**src/rtl/hc595_pkg.sv**
```systemverilog
// Shared state encoding and frame-width helper for the 74HC595 cascade driver.
package hc595_pkg;

   typedef enum logic [1:0] {
      StIdle,
      StShiftLo,
      StShiftHi,
      StLatch
   } state_e;

   localparam int unsigned BITS_PER_CHIP = 8;

   function automatic int unsigned frame_width(input int unsigned n_chips);
      return BITS_PER_CHIP * n_chips;
   endfunction

endpackage

```
**src/rtl/hc595_phase_timer.sv**
```systemverilog
// Counts CLK_DIV cycles per FSM phase and ticks on the last cycle of each phase.
module hc595_phase_timer #(
   parameter int unsigned CLK_DIV = 2
) (
   input  logic i_clk,
   input  logic i_reset_n,
   input  logic i_run,
   input  logic i_clear,
   output logic o_tick
);

   localparam int unsigned CW = $clog2(CLK_DIV) + 1;
   localparam logic [CW-1:0] LAST = CW'(CLK_DIV - 1);

   logic [CW-1:0] r_cnt;

   always_ff @(posedge i_clk) begin
      if (!i_reset_n || i_clear || !i_run) begin
         r_cnt <= '0;
      end else begin
         r_cnt <= r_cnt + CW'(1);
      end
   end

   assign o_tick = i_run && (r_cnt == LAST);

endmodule

```
**src/rtl/hc595_chain_driver.sv**
```systemverilog
// Serialises a parallel frame into a cascade of 74HC595s with SRCLK/RCLK/OE_n generation.
module hc595_chain_driver
   import hc595_pkg::*;
#(
   parameter int unsigned N_CHIPS   = 2,
   parameter int unsigned CLK_DIV   = 2,
   parameter int unsigned MSB_FIRST = 1
) (
   input  logic                       i_clk,
   input  logic                       i_reset_n,
   input  logic [8*N_CHIPS-1:0]       i_data,
   input  logic                       i_data_valid,
   output logic                       o_data_ready,
   output logic                       o_dio,
   output logic                       o_srclk,
   output logic                       o_rclk,
   output logic                       o_oe_n,
   output logic                       o_frame_done
);

   localparam int unsigned W   = frame_width(N_CHIPS);
   localparam int unsigned BCW = $clog2(W) + 1;
   localparam logic [BCW-1:0] LAST_BIT = BCW'(W - 1);

   function automatic logic first_bit(input logic [W-1:0] v);
      return (MSB_FIRST != 0) ? v[W-1] : v[0];
   endfunction

   function automatic logic [W-1:0] shift_out(input logic [W-1:0] v);
      return (MSB_FIRST != 0) ? {v[W-2:0], 1'b0} : {1'b0, v[W-1:1]};
   endfunction

   state_e           r_state;
   logic [W-1:0]     r_shift;
   logic [BCW-1:0]   r_bit_cnt;
   logic             r_dio;
   logic             r_srclk;
   logic             r_rclk;
   logic             r_oe_n;
   logic             r_frame_done;
   logic             r_ready;

   logic w_tick;
   logic w_run;
   logic w_state_change;

   assign w_run          = (r_state != StIdle);
   // Every tick ends a phase and moves the FSM, so it doubles as the timer clear.
   assign w_state_change = (r_state == StIdle) ? i_data_valid : w_tick;

   hc595_phase_timer #(
      .CLK_DIV (CLK_DIV)
   ) u_phase_timer (
      .i_clk     (i_clk),
      .i_reset_n (i_reset_n),
      .i_run     (w_run),
      .i_clear   (w_state_change),
      .o_tick    (w_tick)
   );

   always_ff @(posedge i_clk) begin
      if (!i_reset_n) begin
         r_state      <= StIdle;
         r_shift      <= '0;
         r_bit_cnt    <= '0;
         r_dio        <= 1'b0;
         r_srclk      <= 1'b0;
         r_rclk       <= 1'b0;
         r_oe_n       <= 1'b1;
         r_frame_done <= 1'b0;
         r_ready      <= 1'b1;
      end else begin
         r_frame_done <= 1'b0;
         case (r_state)
            StIdle: begin
               if (i_data_valid) begin
                  r_state   <= StShiftLo;
                  r_ready   <= 1'b0;
                  r_shift   <= shift_out(i_data);
                  r_dio     <= first_bit(i_data);
                  r_bit_cnt <= '0;
                  r_srclk   <= 1'b0;
               end
            end
            StShiftLo: begin
               if (w_tick) begin
                  r_state <= StShiftHi;
                  r_srclk <= 1'b1;
               end
            end
            StShiftHi: begin
               if (w_tick) begin
                  r_srclk <= 1'b0;
                  if (r_bit_cnt == LAST_BIT) begin
                     r_state <= StLatch;
                     r_rclk  <= 1'b1;
                     r_dio   <= 1'b0;
                  end else begin
                     r_state   <= StShiftLo;
                     r_dio     <= first_bit(r_shift);
                     r_shift   <= shift_out(r_shift);
                     r_bit_cnt <= r_bit_cnt + BCW'(1);
                  end
               end
            end
            StLatch: begin
               if (w_tick) begin
                  r_state      <= StIdle;
                  r_rclk       <= 1'b0;
                  r_frame_done <= 1'b1;
                  r_oe_n       <= 1'b0;
                  r_ready      <= 1'b1;
               end
            end
            default: begin
               r_state <= StIdle;
            end
         endcase
      end
   end

   assign o_data_ready = r_ready;
   assign o_dio        = r_dio;
   assign o_srclk      = r_srclk;
   assign o_rclk       = r_rclk;
   assign o_oe_n       = r_oe_n;
   assign o_frame_done = r_frame_done;

endmodule
```
**config.mk**
```make
export PLATFORM = sky130hd
export DESIGN_NAME = hc595_chain_driver
export DESIGN_NICKNAME = d
export VERILOG_FILES = /design/src/rtl/hc595_pkg.sv /design/src/rtl/hc595_phase_timer.sv /design/src/rtl/hc595_chain_driver.sv
export SDC_FILE = /design/constraint.sdc
export NUM_CORES = 1
export LEC_CHECK = 0
export ABC_AREA = 1
export BUFFER_PORTS_ARGS = -buffer_cell sky130_fd_sc_hd__buf_2
export CORE_ASPECT_RATIO = 0.8
export CORE_MARGIN = 3
export CORE_UTILIZATION = 45
export DETAILED_ROUTE_END_ITERATION = 7
export PLACE_DENSITY = 0.76
export SLEW_MARGIN = 20
export SYNTH_ARGS = -nofsm -noshare
export SYNTH_HDL_FRONTEND = slang
export SYNTH_HIERARCHICAL = 1
export SYNTH_SLANG_ARGS = --single-unit
```
**constraint.sdc**
```tcl
create_clock -name i_clk -period 2 [get_ports i_clk]
set_input_delay 0.1 -clock i_clk [delete_from_list [all_inputs] [get_ports i_clk]]
set_output_delay 0.1 -clock i_clk [all_outputs]
set_load 0.01 [all_outputs]
```
### Yosys cells after proc, flatten, opt, wreduce, memory -nomap -nowiden

Index checks and enable logic that the tools add are counted.

| storage, ports and cells | value |
|---|---|
| flip-flop bits (word level) | 31 |
| latch bits | 0 |
| bits in writable memories | 0 |
| memory bits (read-only) | 0 |
| bits of input ports | 19 |
| output and inout port bits | 6 |
| word-level logic and storage cells | 70 |
| memories kept | 0 |

| cells by class | value |
|---|---|
| add/subtract/negate cells | 2 |
| multiply operators | 0 |
| div/mod/pow operators | 0 |
| magnitude comparators | 0 |
| equality and inequality tests | 11 |
| shift operators | 0 |
| mux-type cells | 28 |
| bitwise logic cells | 0 |
| reductions and logical operators | 19 |

Operator list:

| operator | number |
|---|---|
| two-way mux 16 bit | 3 |
| case mux 16 bit (2 select lines) | 1 |
| AND reduction 4 bit | 4 |
| two-way mux 5 bit | 3 |
| != test 2 bit (second input constant) | 6 |
| two-way mux 1 bit | 10 |
| two-way mux 2 bit | 5 |
| case mux 5 bit (2 select lines) | 1 |
| case mux 2 bit (4 select lines) | 1 |
| nonzero test 2 bit | 4 |
| case mux 1 bit (2 select lines) | 3 |
| AND reduction 3 bit | 2 |
| adder 5 x 1 -> 5 bit (second input constant) | 1 |
| == test 5 x 4 -> 1 bit (second input constant) | 1 |
| == test 2 x 1 -> 1 bit (second input constant) | 2 |
| == test 2 bit (second input constant) | 2 |
| AND reduction 2 bit | 2 |
| case mux 1 bit (3 select lines) | 1 |
| nonzero test 3 bit | 1 |
| adder 2 x 1 -> 2 bit (second input constant) | 1 |
| zero test 1 bit | 2 |
| zero test 2 bit | 1 |
| logical OR 1 bit | 2 |
| logical AND 1 bit | 1 |

### Depth between registers and ports, before layout

Gate-level depths: netlist of the first run.

| depth | value |
|---|---|
| word-level depth | 5 |
| mapped depth | 12 |
| gate-level depth less buffers | 11 |

### By module

Netlist of the first run, hierarchy kept.

Modules (own cells, without submodules):

| module | instances | cells each | area an instance (µm²) | sequential area each (µm²) |
|---|---|---|---|---|
| hc595_chain_driver | 1 | 208 | 1,390.1 | 560.5 |
| hc595_phase_timer | 1 | 9 | 77.6 | 40.0 |

### Least setup slack after synthesis of the first run

OpenSTA, ideal clock, no wires.

| path | value |
|---|---|
| kind | flip-flop to flip-flop |
| start | register r_bit_cnt[0] |
| end | register r_bit_cnt[3] |
| library setup time | 0.114 ns |
| arrival | 1.429 ns |
| required time | 1.886 ns |
| setup slack | 0.458 ns |
| cell stages (with the launch flop) | 12 |
| buffers on the path | 1 |
| period minus slack after synthesis | 1.542 ns |
| path through | dfxtp_1 ha_1 nand2_1 nor2_1 ha_1 inv_1 nand2_1 nand2_1 nand3_2 buf_6 a21oi_1 nor2_1 |

| between the ends | value |
|---|---|
| word-level cells in the longest chain between the ends | 4 |
| elaborated cells on any way between the ends | 7 |
| those cells by class | add/sub (1); eq/ne (2); mux (3); reduce/logical (1) |

RTL lines:

| element | RTL line | source |
|---|---|---|
| start, declared | hc595_chain_driver.sv:35 | `logic [BCW-1:0] r_bit_cnt;` |
| start signal, assigned | hc595_chain_driver.sv:102 | `r_bit_cnt <= r_bit_cnt + BCW'(1);` |
| adder 5 x 1 -> 5 bit | hc595_chain_driver.sv:102 |  |
| two-way mux 5 bit | hc595_chain_driver.sv:94 | `if (r_bit_cnt == LAST_BIT) begin` |
| two-way mux 5 bit | hc595_chain_driver.sv:92 | `if (w_tick) begin` |
| case mux 5 bit (2 select lines) | hc595_chain_driver.sv:74 | `case (r_state)` |

Several ways; a longest one is shown, not always the timed one. The select of a mux whose other input is x is not followed.
A chain may end at the register's enable or synchronous reset.

### Worst setup path in the final report of the first run

| path | value |
|---|---|
| start | register r_bit_cnt[0] |
| end | register r_shift[15] |

| between the ends | value |
|---|---|
| word-level cells in the longest chain between the ends | 3 |

RTL lines:

| element | RTL line | source |
|---|---|---|
| == test 5 x 4 -> 1 bit | hc595_chain_driver.sv:94 |  |
| != test 2 bit (no line) | - |  |
| AND reduction 4 bit (no line) | - |  |
| end signal, assigned | hc595_chain_driver.sv:79 | `r_shift <= shift_out(i_data);` |
| end signal, assigned | hc595_chain_driver.sv:101 | `r_shift <= shift_out(r_shift);` |
| end, declared | hc595_chain_driver.sv:34 | `logic [W-1:0] r_shift;` |

Every way passes these cells.

==> results.md, run 1 <==
- CTS HTree Levels: 2
- Cell mode on critical path: nand2_1
- FMAX: 560 MHz
- Final worst-path setup slack: 0.216 ns
- Final worst path period share: 89.2%
- Setup slack of the most critical reg-to-reg path: 0.22 ns
- Final core area utilization: 57.6%
- Capturing instance or port of the critical path: r_shift[15]
- Cells after Synth: 217
- Top post-synthesis cells by area: dfxtp_1 (41%), nand2_1 (25%), a21oi_1 (6.8%)
- Primary flip-flop cell chosen by synthesis mapping: dfxtp_1
- Average via count per standard cell: 4.69
- Crit start category: flop
- Wire length of the first global-routing pass: 4860 um
- Data required time of the worst path: 2.21 ns
- Gates resized, CTS repair: 0
- Share of the yosys chip area belonging to registers: 40.9%
- Terminus of the critical flop-to-flop path: r_shift[15]
- Standard cell with the maximum stage delay on the critical path: dfxtp_1
- Width of the chip: 69.9 um
- Start point of the critical path: r_bit_cnt[0]
- Share of async-settable or async-resettable flops after synthesis: 0%
- Number of slew-limit violations in the final report: 0
- Worst r2r src: r_bit_cnt[0]
- CP peak stage delay: 0.39 ns
- First-pass detailed-route iteration total: 4
- DRC Markers: 0
- Area of the die: 3990 sq um
- Global-route total usage across every layer: 15.4%
- Total grt overflow: 0
- Sequential cell area: 601 sq um
- Fraction of layout cells with a size suffix above 1: 19.0%
- Count of state elements after synthesis: 30
- Number of cell rows: 17
- Net Count, Synth: 239
- Average cell area after synthesis: 6.76 sq um
- Total number of yosys warnings: 6
- Kind of critical path: flop to flop
- Floorplan Core Area: 2940 sq um
- Total detailed-routing wirelength: 2840 um
- Antenna violation net count after detailed routing: 0
- Worst min-delay path category: input pin to flop
- CTS tree: done
- Max clock buf depth: 2
- Max VDD drop: 0.385 mV
- Hold wc startpoint: i_data[0]
- Dominant cell by count in the synthesized netlist: nand2_1
- Wire length per cell: 10.2 um
- Crit path capture type: flop
- Most numerous cell types in the synthesized netlist: nand2_1 (96), dfxtp_1 (30), a21oi_1 (20)
- Total power of the final layout: 1400 uW
- Sum of buffers and inverters on the critical path: 2
- Layout overhead on the synthesized area: 15.3%
- Library cell with the largest summed area after synthesis: dfxtp_1
- Total number of cells along the worst setup path: 11
- Root buffer cell: clkbuf_8
- Hold path cells: 3
- Number of antenna violations at the first check in global routing: 0
- Count of unique library cells instantiated by Yosys: 23
- Post-CTS Repair Setup Buffers: 0
- Critical path data arrival time: 2.00 ns
- Pre-CTS worst setup slack: 0.243 ns
- Floorplan die height: 57.1 um
- Post-DP HPWL: 1890 um
- EDFF count, synth: 0
- Number of clock buffers inserted by TritonCTS: 5
- Accumulated negative setup slack: 0 ns
- Multi-input logic area: 728 sq um
- Crit path time final: 1.78 ns
- Clock transition at path regs: 0.06 ns
- Net count, final: 263
- Worst skew pair latency: 0.28 ns
- Result of the run: finished clean
- Pwr Density: 828 nW/um^2
- Number of diodes added for antenna fixing: 0
- Fin. Hold Viols: 0
- Crit path max fanout: 24
- Cell Area, Synth: 1470 sq um
- Via count: 1314
- Number of port buffers: 24
- Via count of the first global-routing pass: 1055
- Slew at the pin with the worst max-slew slack: 0.698 ns
- Critical path cell sequence: ha_1 > nand2_1 > nor2_1 > ha_1 > inv_1 > nand2_1 > nand2_1 > nand3_2 > buf_4 > nand2_1 > a21oi_2
- Worst path top cell family by delay: simple AND/OR/NAND/NOR gates
- Io pins: 25
- Initial Utilization: 50.0%
- Cells on worst reg2reg path: 11
- Total setup violations reported at the end of the flow: 0
- Final GP Congestion: 0.835
- Filler Cells Inserted: 302
- Share of the synthesized area in the top cell type: 40.9%
- Clock tree skew after final layout: 0.00415 ns
- Largest net degree at the start of global routing: 25
- Unrepaired setup endpoints after global routing: no
- Max-Slew Margin vs Limit: 53.4%
- Max-cap violations: 0
- Iteration-0 DRC count of the detailed router: 86
- Leak pwr: 0.000798 uW
- Number of clock sinks seen by CTS: 30
- Quantity of hold-fixing buffers added after cts: 0
## cell type report
type | instances | share of cell area, %
inverters | 17 | 3.77
multi-input cells | 160 | 43.0
clock buffers | 5 | 4.07
clock inverters | 3 | 2.37
well taps | 38 | 2.81
repair buffers | 27 | 8.43
flip-flops and latches | 30 | 35.5
## metal layers
layer  up-vias  part of all wire [%]  global-route usage (%)
li1        731                     -                       -
met1       552                    52                    21.0
met2        25                    40                    20.7
met3         6                   6.3                    7.04
met4         0                   1.9                    6.56
met5         -                     0                       0
## logic make-up after synthesis
kind of cell,count (synthesis),synth area share (%)
DFF,30,40.9
adders and majority gates,3,2.56
AOI/OAI and AO/OA,29,10.7
and+or+nand+nor,128,36.3
buffers and inverters,27,9.46
## where the power goes
part / internal, uW / leakage, uW / switching [uW]
Sequential: 630 / 0.000246 / 18.1
Clock: 366 / 0.0000579 / 229
Combinational: 60.8 / 0.000494 / 96.0
## how the worst min path moves through the flow
| stage | slack (ns) | endpoint |
|---|---|---|
| floorplan | 0.24 | r_shift[1] |
| global placement | 0.33 | r_shift[1] |
| detailed placement | 0.33 | r_shift[1] |
| CTS | 0.04 | r_shift[1] |
| global route | 0.05 | r_shift[1] |
| finish | 0.04 | r_shift[1] |
## metrics by stage
step                      instance area, sq um  hold slack [ns]  cells
final                                     1690           0.0439    280
after global routing                      1690           0.0455    280
after CTS                                 1690           0.0355    280
after detailed placement                  1580            0.332    272
after global placement                    1580            0.332    272
after floorplan                           1470            0.238    217
## worst register-to-register path: cells and delay by family, from the launching register on
family / cells / cell delay [ns]
and+or+nand+nor: 6 / 0.55
AOI/OAI and AO/OA: 1 / 0.13
adders and majority gates: 2 / 0.35
buffers and inverters: 2 / 0.31
DFF: 1 / 0.39
## state kept, by name (all words and copies together), names as in the netlist
| register | flops |
|---|---|
| r_shift | 15 |
| r_bit_cnt | 5 |
| r_state | 2 |
| u_phase_timer/r_cnt | 2 |
| o_data_ready | 1 |
| o_dio | 1 |
| o_frame_done | 1 |
| o_oe_n | 1 |
| o_rclk | 1 |
| o_srclk | 1 |
## cells in the final DEF (no fill, tap or decap)
master and count:
nor3_1 4, clkinv_2 2, dfxtp_1 30, nor3b_1 1, nand3_2 2, nand4_1 2, buf_2 24, nand3_1 5
o21ai_0 4, ha_1 3, inv_1 16, bufinv_16 1, inv_2 1, and3_1 1, a21oi_2 3, nor2_4 1
clkbuf_8 5, a31oi_1 1, nand2_2 4, o21ai_1 1, nand2_1 96, a21oi_1 20, nor2_1 12, buf_4 3
Note: power is estimated with default switching activity, not from simulation.
==> inputs of run 2 (changes only) <==
--- a/config.mk
+++ b/config.mk
@@ -11,6 +11,7 @@
 export CORE_MARGIN = 3
 export CORE_UTILIZATION = 45
 export DETAILED_ROUTE_END_ITERATION = 7
+export HOLD_SLACK_MARGIN = 0.06
 export PLACE_DENSITY = 0.76
 export SLEW_MARGIN = 20
 export SYNTH_ARGS = -nofsm -noshare
==> run 2 against run 1 <==
Against the previous run:
- non-clock buffer count grew 1
- design area grew 0.59%
- routed wire length grew 0.21%
- first-iteration DRC count shrank 15%
- fmax is essentially flat
- utilization grew 0.34 points
- worst setup slack lost 0.0011 ns
- largest cell class unchanged
==> results.md, run 2 (synthesized netlist as in run 1, its figures left out) <==
- Fraction of layout cells with a size suffix above 1: 18.9%
- Data required time of the worst path: 2.21 ns
- Wire length of the first global-routing pass: 4910 um
- Final worst path period share: 89.3%
- Setup slack of the most critical reg-to-reg path: 0.21 ns
- Width of the chip: 69.9 um
- CTS HTree Levels: 2
- FMAX: 560 MHz
- Area of the die: 3990 sq um
- Kind of critical path: flop to flop
- Final worst-path setup slack: 0.214 ns
- Largest net degree at the start of global routing: 25
- Clock tree skew after final layout: 0.00401 ns
- Floorplan Core Area: 2940 sq um
- Number of clock buffers inserted by TritonCTS: 5
- Critical path data arrival time: 2.00 ns
- Max reg flops: 15
- Final GP Congestion: 0.835
- Non-filler instance count after layout: 281
- Max-Slew Margin vs Limit: 54.4%
- Average via count per standard cell: 4.70
- Post-DP HPWL: 1890 um
- Sink of the worst hold path: o_oe_n
- Iteration-0 DRC count of the detailed router: 73
- Top register by number of flip-flops: r_shift
- Crit path capture type: flop
- Root buffer cell: clkbuf_8
- Total detailed-routing wirelength: 2850 um
- Floorplan die height: 57.1 um
- First-pass detailed-route iteration total: 4
- CP peak stage delay: 0.39 ns
- Worst skew pair latency: 0.28 ns
- Filler Cells Inserted: 300
- Number of clock sinks seen by CTS: 30
- Max VDD drop: 0.384 mV
- Post-CTS Repair Setup Buffers: 0
- Post-Layout Inst Area: 1700 sq um
- Accumulated negative setup slack: 0 ns
- Global-route total usage across every layer: 15.5%
- Total grt overflow: 0
- Worst min-delay path category: input pin to flop
- Hold wc startpoint: i_reset_n
- Inst Count DP: 272
- Max clock buf depth: 2
- Number of antenna violations at the first check in global routing: 0
- Number of cell rows: 17
- Net count, final: 264
- Clock transition at path regs: 0.06 ns
- Critical path cell sequence: ha_1 > nand2_1 > nor2_1 > ha_1 > inv_1 > nand2_1 > nand2_1 > nand3_2 > buf_4 > nand2_1 > a21oi_2
- Start point of the critical path: r_bit_cnt[0]
- Via count: 1322
- DRC Markers: 0
- Number of diodes added for antenna fixing: 0
- Layout overhead on the synthesized area: 15.9%
- Highest-count cells in the layout ignoring fill and taps: nand2_1 (96), dfxtp_1 (30), buf_2 (24), a21oi_1 (20), inv_1 (16)
- Regs by FF count: r_shift (15), r_bit_cnt (5)
- Max-cap violations: 0
- Crit start category: flop
- Standard cell with the maximum stage delay on the critical path: dfxtp_1
- Pwr Density: 824 nW/um^2
- CTS tree: done
- Cells on worst reg2reg path: 11
- Most common cell after layout, fill and taps aside: nand2_1
- Crit path max fanout: 24
- Worst r2r src: r_bit_cnt[0]
- Antenna violation net count after detailed routing: 0
- Terminus of the critical flop-to-flop path: r_shift[15]
- Unrepaired setup endpoints after global routing: no
- Number of slew-limit violations in the final report: 0
- Initial Utilization: 50.0%
- Via count of the first global-routing pass: 1075
- Wire length per cell: 10.1 um
- Total setup violations reported at the end of the flow: 0
- Pre-CTS worst setup slack: 0.243 ns
- Crit path time final: 1.79 ns
- Gates resized, CTS repair: 0
- Slew at the pin with the worst max-slew slack: 0.684 ns
- Leak pwr: 0.000802 uW
- Multi-input logic area: 728 sq um
- Io pins: 25
- Number of port buffers: 24
- Result of the run: finished clean
- Hold path cells: 2
- Fin. Hold Viols: 0
- Sequential cell area: 601 sq um
- Cell mode on critical path: nand2_1
- Post-place instance area: 1580 sq um
- Minimum hold slack: 0.0942 ns
## run 2: what timing repair did
| action | 4_1_cts | 5_1_grt |
|---|---|---|
| endpoints found under the setup margin | 0 | 0 |
| endpoints found under the hold margin | 1 | 0 |
| hold buffers | 1 | 0 |
## run 2: power by group
group	switching (uW)	internal, uW	total (uW)
registers	18.2	630	649
clock network	229	366	595
logic	96.9	62.1	159
## run 2: layer usage
metal  up-vias  global-route usage (%)  wire length (um)
li1        732                       -                 -
met4         0                    6.56                53
met2        27                    21.3              1120
met1       557                    21.0              1480
met3         6                    7.04               193
met5         -                       0                 0
## run 2: worst max path at each step
stage / end / cells past startpoint
2_1_floorplan: r_bit_cnt[3] / 11
3_3_place_gp: r_shift[15] / 11
3_5_place_dp: r_bit_cnt[0] / 12
4_1_cts: r_shift[15] / 11
5_1_grt: r_shift[6] / 11
6_report: r_shift[15] / 11
## run 2: area by class of cell
class                   count  share of cell area, %
multi-input cells         160                   42.8
inverters                  17                   3.75
flip-flops and latches     30                   35.3
repair buffers             28                   8.97
well taps                  38                   2.79
clock inverters             3                   2.35
clock buffers               5                   4.04
## run 2: worst max-delay path: cells and delay by family (launching register included)
kind | cells | cell delay (ns)
adder cells (fa/ha/maj) | 2 | 0.34
AO/OA/AOI/OAI | 1 | 0.13
AND/OR/NAND/NOR | 6 | 0.53
flip-flops | 1 | 0.39
buffers and inverters | 2 | 0.32
## run 2: through the flow
stage | power (uW) | utilization [%]
floorplan | 784 | -
global placement | 818 | 53.9
detailed placement | 819 | 53.9
CTS | 1420 | 58.0
global route | 1490 | 58.0
finish | 1400 | 58.0
==> inputs of run 3 (changes only) <==
--- a/config.mk
+++ b/config.mk
@@ -12,7 +12,7 @@
 export CORE_UTILIZATION = 45
 export DETAILED_ROUTE_END_ITERATION = 7
 export HOLD_SLACK_MARGIN = 0.06
-export PLACE_DENSITY = 0.76
+export PLACE_DENSITY = 0.63
 export SLEW_MARGIN = 20
 export SYNTH_ARGS = -nofsm -noshare
 export SYNTH_HDL_FRONTEND = slang
==> run 3 against run 2 <==
Against the previous run:
- clock skew shrank 0.00057 ns
- sequential share of layout area grew 0.29 points
- power shrank 7.3%
- count of clock-buffer cells in the layout grew 2
- global-route usage grew 0.72 points
- critical path type unchanged
- critical endpoint is now r_shift[8]
==> results.md, run 3 (synthesized netlist as in run 1, its figures left out) <==
- Net count, final: 264
- Setup slack of the most critical reg-to-reg path: 0.24 ns
- Max clock buf depth: 2
- Floorplan die height: 57.1 um
- Max-cap violations: 0
- Number of diodes added for antenna fixing: 0
- Total grt overflow: 0
- Antenna violation net count after detailed routing: 0
- Number of slew-limit violations in the final report: 0
- Number of port buffers: 24
- Number of cell rows: 17
- Final GP Congestion: 0.852
- FMAX: 567 MHz
- Clock tree skew after final layout: 0.00343 ns
- Slew at the pin with the worst max-slew slack: 0.719 ns
- Crit path capture type: flop
- Result of the run: finished clean
- Clock transition at path regs: 0.06 ns
- Number of clock sinks seen by CTS: 30
- Accumulated negative setup slack: 0 ns
- Kind of critical path: flop to flop
- Total power of the final layout: 1300 uW
- Initial Utilization: 50.0%
- Root buffer cell: clkbuf_8
- Final core area utilization: 57.5%
- Post-CTS Repair Setup Buffers: 0
- Sum of buffers and inverters on the critical path: 3
- Via count: 1380
- First-pass detailed-route iteration total: 4
- Number of antenna violations at the first check in global routing: 0
- Number of clock buffers inserted by TritonCTS: 5
- Wire length per cell: 11.1 um
- Pwr Density: 770 nW/um^2
- Worst min-delay path category: input pin to flop
- Width of the chip: 69.9 um
- Iteration-0 DRC count of the detailed router: 37
- Crit path max fanout: 16
- DRC Markers: 0
- Total setup violations reported at the end of the flow: 0
- Final worst path period share: 88.1%
- Regs by FF count: r_shift (15), r_bit_cnt (5)
- Post-DP HPWL: 2160 um
- CTS HTree Levels: 2
- Highest-count cells in the layout ignoring fill and taps: nand2_1 (96), dfxtp_1 (30), buf_2 (24), a21oi_1 (20), inv_1 (16)
- Fraction of layout cells with a size suffix above 1: 18.5%
- Max reg flops: 15
- Top register by number of flip-flops: r_shift
- Fin. Hold Viols: 0
- Critical path data arrival time: 1.96 ns
- Via count of the first global-routing pass: 1215
- Most common cell after layout, fill and taps aside: nand2_1
- CTS tree: done
- CP peak stage delay: 0.42 ns
- Data required time of the worst path: 2.20 ns
- Largest net degree at the start of global routing: 25
- Unrepaired setup endpoints after global routing: no
- Area of the die: 3990 sq um
- Average via count per standard cell: 4.91
- Max VDD drop: 0.406 mV
- Total detailed-routing wirelength: 3110 um
- Global-route total usage across every layer: 16.2%
- Standard cell with the maximum stage delay on the critical path: dfxtp_1
- Floorplan Core Area: 2940 sq um
- Leak pwr: 0.000793 uW
- Worst path top cell family by delay: simple AND/OR/NAND/NOR gates
- Max-Slew Margin vs Limit: 52.0%
- Crit start category: flop
- Io pins: 25
- Worst skew pair latency: 0.27 ns
- Layout overhead on the synthesized area: 15.0%
- Crit path time final: 1.76 ns
- Minimum hold slack: 0.0992 ns
- Critical path cell sequence: inv_2 > nand2_2 > nand2_1 > inv_1 > inv_1 > nand3_2 > nand2_2 > nor2_4 > nand2_1 > a21oi_1
- Wire length of the first global-routing pass: 5320 um
## run 3: where the power goes
group / internal, uW / total, uW / switching, uW / leakage [uW]
combinational: 63.7 / 164 / 100 / 0.000499
sequential: 631 / 649 / 18.7 / 0.000246
clock: 277 / 487 / 210 / 0.0000482
total: 971 / 1300 / 329 / 0.000793
## run 3: final timing paths
path | from | to | cells past startpoint
min | i_reset_n | o_oe_n | 2
max reg2reg | r_state[0] | r_shift[8] | 10
min reg2reg | u_phase_timer/r_cnt[0] | u_phase_timer/r_cnt[0] | 1
max | r_state[0] | r_shift[8] | 10
## run 3: metrics by stage
step                area, sq um  instances  worst slack [ns]
finish                     1690        281             0.238
global route               1690        281            0.0153
CTS                        1680        281             0.187
detailed placement         1580        272             0.195
global placement           1580        272             0.272
floorplan                  1470        217             0.458
## run 3: layout make-up
class / instances / area, sq um
Fill cell: 307 / 1250
Multi-Input combinational cell: 160 / 728
Sequential cell: 30 / 601
Timing Repair Buffer: 28 / 156
Clock buffer: 7 / 86.3
Inverter: 17 / 63.8
Tap cell: 38 / 47.5
Clock inverter: 1 / 5.00
## run 3: metal layers
layer | vias to the layer above | share of wire, % | global-route usage [%]
met3 | 2 | 3.8 | 4.23
met5 | - | 0 | 0
met1 | 617 | 50 | 21.9
met4 | 0 | 0.58 | 5.46
met2 | 34 | 46 | 25.4
li1 | 727 | - | -
## run 3: what timing repair did
| action | 4_1_cts | 5_1_grt |
|---|---|---|
| hold buffers | 1 | 0 |
| resized for setup | 0 | 1 |
| hold endpoints to repair | 1 | 0 |
| endpoints found under the setup margin | 0 | 3 |
